### src/rtl/wb_regfile.sv
// rtl/wb_regfile.sv - Wishbone B4 pipelined register bank with byte lanes and fixed ack latency
module wb_regfile #(
    parameter int               WB_ADDR_WIDTH = 30,
    parameter int               NREGS         = 16,
    parameter int               ACK_DELAY     = 1,
    parameter logic [NREGS-1:0] RO_MASK       = '0
) (
    input  logic                     i_clk,
    input  logic                     i_rst,
    input  logic                     i_wb_cyc,
    input  logic                     i_wb_stb,
    output logic                     o_wb_stall,
    output logic                     o_wb_ack,
    input  logic                     i_wb_we,
    input  logic [WB_ADDR_WIDTH-1:0] i_wb_addr,
    input  logic [31:0]              i_wb_data,
    input  logic [3:0]               i_wb_sel,
    output logic [31:0]              o_wb_data,
    output logic [32*NREGS-1:0]      o_regs,
    input  logic [32*NREGS-1:0]      i_ro_data,
    output logic [NREGS-1:0]         o_wr_pulse
);

    localparam int         IDX_W    = (NREGS > 1) ? $clog2(NREGS) : 1;
    // Wide enough to hold NREGS=256 even when the address bus is narrow.
    localparam int         CMP_W    = (WB_ADDR_WIDTH > 10) ? WB_ADDR_WIDTH : 10;
    localparam logic [2:0] CTR_INIT = (ACK_DELAY >= 2) ? 3'(ACK_DELAY - 2) : 3'd0;

    typedef enum logic [1:0] {
        S_IDLE,
        S_WAIT,
        S_ACK
    } state_t;

    state_t             r_state;
    logic [2:0]         r_ctr;
    logic               r_stall;
    logic [31:0]        r_regs [NREGS];
    logic [31:0]        r_rdata;
    logic [NREGS-1:0]   r_wr_pulse;

    logic               w_accept;
    logic               w_in_range;
    logic               w_is_ro;
    logic [IDX_W-1:0]   w_idx;
    logic [31:0]        w_ro_word;

    assign w_accept   = i_wb_cyc & i_wb_stb & ~r_stall;
    assign w_in_range = CMP_W'(i_wb_addr) < CMP_W'(NREGS);
    assign w_idx      = i_wb_addr[IDX_W-1:0];
    assign w_is_ro    = RO_MASK[w_idx];
    assign w_ro_word  = i_ro_data[{w_idx, 5'b0} +: 32];

    assign o_wb_stall = r_stall;
    // Ack is gated by cyc so an abandoned cycle never sees a stray ack.
    assign o_wb_ack   = (r_state == S_ACK) & i_wb_cyc;
    assign o_wb_data  = r_rdata;
    assign o_wr_pulse = r_wr_pulse;

    // Handshake FSM: accept in IDLE or ACK, hold off with stall while counting down the latency.
    always_ff @(posedge i_clk) begin
        if (i_rst) begin
            r_state <= S_IDLE;
            r_ctr   <= 3'd0;
            r_stall <= 1'b0;
        end else begin
            case (r_state)
                S_IDLE, S_ACK: begin
                    if (w_accept) begin
                        if (ACK_DELAY == 1) begin
                            r_state <= S_ACK;
                            r_stall <= 1'b0;
                        end else begin
                            r_state <= S_WAIT;
                            r_ctr   <= CTR_INIT;
                            r_stall <= 1'b1;
                        end
                    end else begin
                        r_state <= S_IDLE;
                        r_stall <= 1'b0;
                    end
                end
                S_WAIT: begin
                    if (!i_wb_cyc) begin
                        r_state <= S_IDLE;
                        r_stall <= 1'b0;
                    end else if (r_ctr == 3'd0) begin
                        r_state <= S_ACK;
                        r_stall <= 1'b0;
                    end else begin
                        r_ctr <= r_ctr - 3'd1;
                    end
                end
                default: begin
                    r_state <= S_IDLE;
                    r_stall <= 1'b0;
                end
            endcase
        end
    end

    // Register bank: commit writes and capture read data on the accept edge.
    always_ff @(posedge i_clk) begin
        if (i_rst) begin
            for (int i = 0; i < NREGS; i++) begin
                r_regs[i] <= 32'h0;
            end
            r_rdata    <= 32'h0;
            r_wr_pulse <= '0;
        end else begin
            r_wr_pulse <= '0;
            if (w_accept) begin
                if (i_wb_we) begin
                    if (w_in_range && !w_is_ro) begin
                        for (int b = 0; b < 4; b++) begin
                            if (i_wb_sel[b]) begin
                                r_regs[w_idx][8*b +: 8] <= i_wb_data[8*b +: 8];
                            end
                        end
                        r_wr_pulse[w_idx] <= 1'b1;
                    end
                end else begin
                    if (!w_in_range) begin
                        r_rdata <= 32'h0;
                    end else if (w_is_ro) begin
                        r_rdata <= w_ro_word;
                    end else begin
                        r_rdata <= r_regs[w_idx];
                    end
                end
            end
        end
    end

    generate
        for (genvar g = 0; g < NREGS; g++) begin : g_out
            assign o_regs[32*g +: 32] = RO_MASK[g] ? 32'h0 : r_regs[g];
        end
    endgenerate

endmodule
### config.mk
export PLATFORM = sky130hd
export DESIGN_NAME = wb_regfile
export DESIGN_NICKNAME = d
export VERILOG_FILES = /design/src/rtl/wb_regfile.sv
export SDC_FILE = /design/constraint.sdc
export NUM_CORES = 1
export LEC_CHECK = 0
export CORE_AREA = 3 3 451 453
export CTS_BUF_LIST = sky130_fd_sc_hd__clkbuf_8
export CTS_CLUSTER_DIAMETER = 150
export DETAILED_ROUTE_END_ITERATION = 8
export DIE_AREA = 0 0 454 456
export DONT_BUFFER_PORTS = 1
export HOLD_SLACK_MARGIN = 0.1
export PLACE_DENSITY_LB_ADDON = 0.1
export SLEW_MARGIN = 20
export SYNTH_ARGS = -nofsm -noshare
export SYNTH_HDL_FRONTEND = slang
export SYNTH_SLANG_ARGS = --single-unit
### constraint.sdc
create_clock -name i_clk -period 2.32 [get_ports i_clk]
set_clock_uncertainty 0.15 [all_clocks]
set_input_delay 0.116 -clock i_clk [delete_from_list [all_inputs] [get_ports i_clk]]
set_output_delay 0.116 -clock i_clk [all_outputs]
set_load 0.02 [all_outputs]
## Word level (Yosys, flattened, before mapping)

Memories as Yosys holds them, arrays and structs flattened.
Cells that the tools add are included.

- Register bits after elaboration: 53
- Memory bits (writable): 512
- Bits in read-only memories: 16
- Input bits: 583
- Memories: 2

- Add/subtract/negate cells: 1
- $lt $le $gt $ge: 3
- Eq/ne operators: 3
- Shifts and indexed selects: 1
- Multiplexer cells: 38
- Bitwise gates (word level): 6
- Reduce and logical (&&, ||, !) cells: 10

Memory list:

| memory | words | bits a word | read ports | clocked after memory_dff | write ports | line | RTL |
|---|---|---|---|---|---|---|---|
| r_regs | 16 | 32 | 17 | 0 | 16 | 38 | `logic [31:0] r_regs [NREGS];` |
| (no name shown) | 16 | 1 | 1 | 0 | 0 | 51 | `assign w_is_ro = RO_MASK[w_idx];` |

Operator list:

| kind | number |
|---|---|
| indexed part select 512 x 10 -> 32 bit | 1 |
| two-way mux 32 bit | 3 |
| OR reduction 32 bit | 1 |
| less-than comparator 30 x 5 -> 1 bit (second input constant) | 1 |
| two-way mux 1 bit | 28 |
| two-way mux 4 bit | 2 |
| two-way mux 2 bit | 3 |
| less-than comparator 4 x 5 -> 1 bit (second input constant) | 1 |
| demux 1 bit (select 4 bit) | 1 |
| >= comparator 4 x 1 -> 1 bit (second input constant) | 1 |
| NOT 1 bit | 4 |
| one-hot mux 2 bit (2 select lines) | 1 |
| OR reduction 4 bit | 1 |
| zero test 3 bit | 1 |
| != test 3 bit (second input constant) | 1 |
| AND reduction 3 bit | 1 |
| subtractor 3 x 1 -> 3 bit (second input constant) | 1 |
| AND 1 bit | 2 |
| equality test 2 x 1 -> 1 bit (second input constant) | 1 |
| equality test 2 bit (second input constant) | 1 |
| logical AND 1 bit | 2 |
| zero test 2 bit | 1 |
| AND reduction 2 bit | 1 |
| OR reduction 2 bit | 1 |
| zero test 1 bit | 1 |

## Logic depth before layout (Yosys ltp)

- Depth after elaboration: 11
- Mapped depth: 8
- Depth with buffers taken out: 4

## Worst setup path after synthesis

OpenSTA, ideal clock, no wires.

- Path kind: input port to flip-flop
- From: in i_wb_addr[28]
- To: mem r_regs[3][0], enable pin
- Data arrival time: 1953 ps
- Slack: -181 ps
- Cell stages on the path: 5
- Path buffers: 1
- Cell sequence: nor4_1 and4_1 nand3_1 buf_2 o41ai_1

RTL lines:

| what | line | RTL |
|---|---|---|
| from (decl) | 15 | `input logic [WB_ADDR_WIDTH-1:0] i_wb_addr,` |
| to (decl) | 38 |  |

==> results.md <==
- Cell variety after synth: 39
- Required @ worst endpoint: 2920 ps
- Area growth from synthesis to final layout: 48.5%
- Pins Over Slew Limit: 0
- Post-DR wirelength/cell: 31.5 um
- Via count: 22900
- Nets: 3447
- Max-Slew Margin vs Limit: 0.283
- Reg2Reg Setup Slack: 50 ps
- Crit Path Max Fanout: 36
- RR Endpoint: o_wb_data[23]
- Net Count, Synth: 2726
- Post-Synthesis Cells: 2143
- Count of unresolved DRC violations after routing: 0
- RSZ-0062 raised after global routing: no
- PortBufs: 0
- Clk buf depth: 3
- TNS Setup: -134 ps
- Mapped Area: 25900 sq um
- Worst hold path type: in2reg
- Placed Area: 33000 sq um
- Vias in the first global route: 22900
- First-pass GRT wire length: 229 mm
- Die Ht: 456 um
- Clk sinks: 561
- Sequential area share after synthesis: 0.631
- Layout cell share with drive strength beyond 1: 0.267
- Register area: 16400 sq um
- Area of the multi-input gates: 8620 sq um
- Max_cap viols: 0
- Largest net degree at the start of global routing: 88
- FP Rows: 164
- Clk_lat worst skew: 870 ps
- Worst hold path endpoint: r_regs[3][31]
- Met3 GRT Util: 0.0526
- Tot Pwr: 26.4 mW
- Minimum clock period: 2400 ps
- GRT Util Overall: 0.164
- I/O pins: 1145
- # fillers: 21900
- Post-synth EDFFs: 512
- PD cells: 685 nW/um^2
- Synth Area per Inst: 12.1 sq um
- Hold Path Depth: 7
- Final Non-Filler Cells: 5636
- Die width: 454 um
- HP Start: i_wb_addr[12]
- CTS root buffer: clkbuf_8
- Static leakage: 13.3 nW
- Critical path type: in2reg
- Clk pin slew, worst setup/hold paths: 60 ps
- H-tree depth: 3
- GR Util met1: 0.239
- Tcrit/Tclk final: 1.03
- Grt peak-use layer: met1
- Initial antenna violation count: 18
- DRT iter0 DRCs: 1995
- Worst-margin pin slew: 1070 ps
- Violated checks: setup timing
- Layout Cell Area excl Fill: 38500 sq um
- VDD IR max: 440 uV
- Fmax: 417 MHz
- Drt pass-1 iters: 5
- Die area: 207000 sq um
- Vias/cell: 4.06
- Core area: 200000 sq um
- Met2 usage: 0.233
- Async set-reset flop share out of synthesis: 0
- Synth Flop Type: edfxtp_1
- Status: complete, but fails checks
- Gp weighted congestion: 0.805
- R2R depth: 5
- Yosys warns: 0
- Util after Layout: 0.193
- Total gr overflow: 0
- Placed cells: 5099
- Antenna viol nets, final: 0
- Initial Util: 0.130
- Worst R2R Start: r_regs[11][23]
- Final worst-path setup slack: -79.2 ps
- Worst setup SP type: input port
- Final Hold Viols: 0
- CTS tree: done
- Post-synthesis sequential element count: 561
- DP Wirelength: 126 mm
- Arrival time worst endpoint: 3000 ps
- CTS Buf Count: 117
- Critical Path Sink Type: register
- Final WL: 177 mm
- Final Setup Violations: 4
[synth_stat cells, types with 2 or more instances]
library cell | count | area (sq um)
nand4_1 | 7 | 43.8
a31o_2 | 8 | 70.1
buf_1 | 14 | 52.6
o22a_1 | 2 | 17.5
dfxtp_1 | 49 | 981
o31ai_1 | 8 | 60.1
mux2i_1 | 252 | 2520
o41ai_1 | 3 | 26.3
buf_2 | 70 | 350
and2_1 | 4 | 25.0
inv_1 | 2 | 7.51
edfxtp_1 | 512 | 15400
nor3_2 | 16 | 160
nor2b_1 | 3 | 18.8
nor2_1 | 104 | 390
mux2_2 | 4 | 45.0
nand2_1 | 120 | 450
a221oi_1 | 64 | 561
o22ai_1 | 32 | 200
clkbuf_1 | 166 | 623
nor4_1 | 134 | 838
o21ai_0 | 76 | 380
buf_4 | 7 | 52.6
a21oi_1 | 32 | 160
nand2b_1 | 5 | 31.3
nand3_1 | 2 | 10.0
nor3_1 | 369 | 1850
buf_6 | 5 | 56.3
a22oi_1 | 62 | 465
or2_2 | 2 | 12.5
[sequential cells by signal (all words and copies together), names as in the netlist]
signal	cells
o_wr_pulse	16
o_wb_data	32
r_state	1
r_regs	512
[metal layers]
layer	wire (um)	vias to the layer above
met5	0	-
met4	3520	0
met3	15500	161
met2	72800	1079
met1	85600	11800
li1	-	9795
[logic make-up after synthesis]
| logic type | share of synthesized area |
|---|---|
| and+or+nand+nor | 0.149 |
| DFF | 0.631 |
| AOI/OAI and AO/OA | 0.0758 |
| buffers and inverters | 0.0442 |
| muxes | 0.0991 |
| other | 0.000145 |
[worst max-delay path: stages]
cell and delay [ps]:
dlygate4sd3_1 530, nor4_1 200, and4_2 340, buf_12 130, nand3_4 100, buf_12 190
buf_12 200, buf_12 180, nor4_1 310, dlygate4sd3_1 610
[report_power, final]
group          internal (mW)  switching, mW  total [mW]
clock                   5.20           5.06        10.3
sequential              11.5          0.664        12.2
combinational           1.43           2.51        3.95
[per-stage QoR]
step                      hold WS, ps  setup WS, ps
final                            85.1         -79.2
after CTS                        33.1         0.216
after global placement            266          -269
after global routing             9.53          3.31
after detailed placement          267          -324
after floorplan                   221          -181
[cells in the final DEF (no fill, tap or decap), types with 4 or more instances in the layout]
cell	synthesis	layout
and2_1	4	4
clkinvlp_4	0	4
a22oi_1	62	56
diode_2	0	16
edfxtp_1	512	512
buf_4	7	524
a31o_2	8	8
clkinv_2	0	8
dlymetal6s4s_1	0	9
nor4_1	134	133
mux2_2	4	4
clkbuf_8	0	126
nor3_1	369	369
clkinv_1	1	26
buf_12	0	49
o21ai_1	0	22
nand2_1	120	115
nor2_1	104	101
mux2i_1	252	252
a221oi_1	64	62
o31ai_2	0	6
dfxtp_1	49	49
inv_1	2	52
o22ai_1	32	32
a21oi_1	32	31
nand4_1	7	7
a22oi_2	0	6
o21ai_0	76	54
nor3_2	16	16
dlygate4sd3_1	0	276
[how the worst max path moves through the flow]
stage                        start             to  slack [ps]  cells past startpoint
floorplan            i_wb_addr[28]   r_regs[3][0]        -180                      5
global placement     i_wb_addr[27]  r_regs[2][14]        -270                      8
detailed placement   i_wb_addr[27]  r_regs[2][11]        -320                      8
CTS                   i_wb_addr[2]  o_wr_pulse[3]         0.2                      8
global route        r_regs[11][18]  o_wb_data[18]           3                      6
finish               i_wb_addr[21]  r_regs[5][18]         -80                     10
[what timing repair did]
item | CTS | global route
setup buffers | 0 | 5
gates resized for setup | 0 | 29
endpoints found under the hold margin | 1073 | 23
hold buffers | 294 | 4
setup endpoints to repair | 0 | 117
[final cells by class]
type	instances	share of cell area
diodes	16	0.00104
clock buffers	126	0.0451
clock inverters	93	0.0119
inverters	3	0.000293
multi-input cells	1317	0.224
flip-flops and latches	561	0.425
well taps	2656	0.0864
repair buffers	864	0.206
No activity file was read; power rests on OpenSTA's default activity.
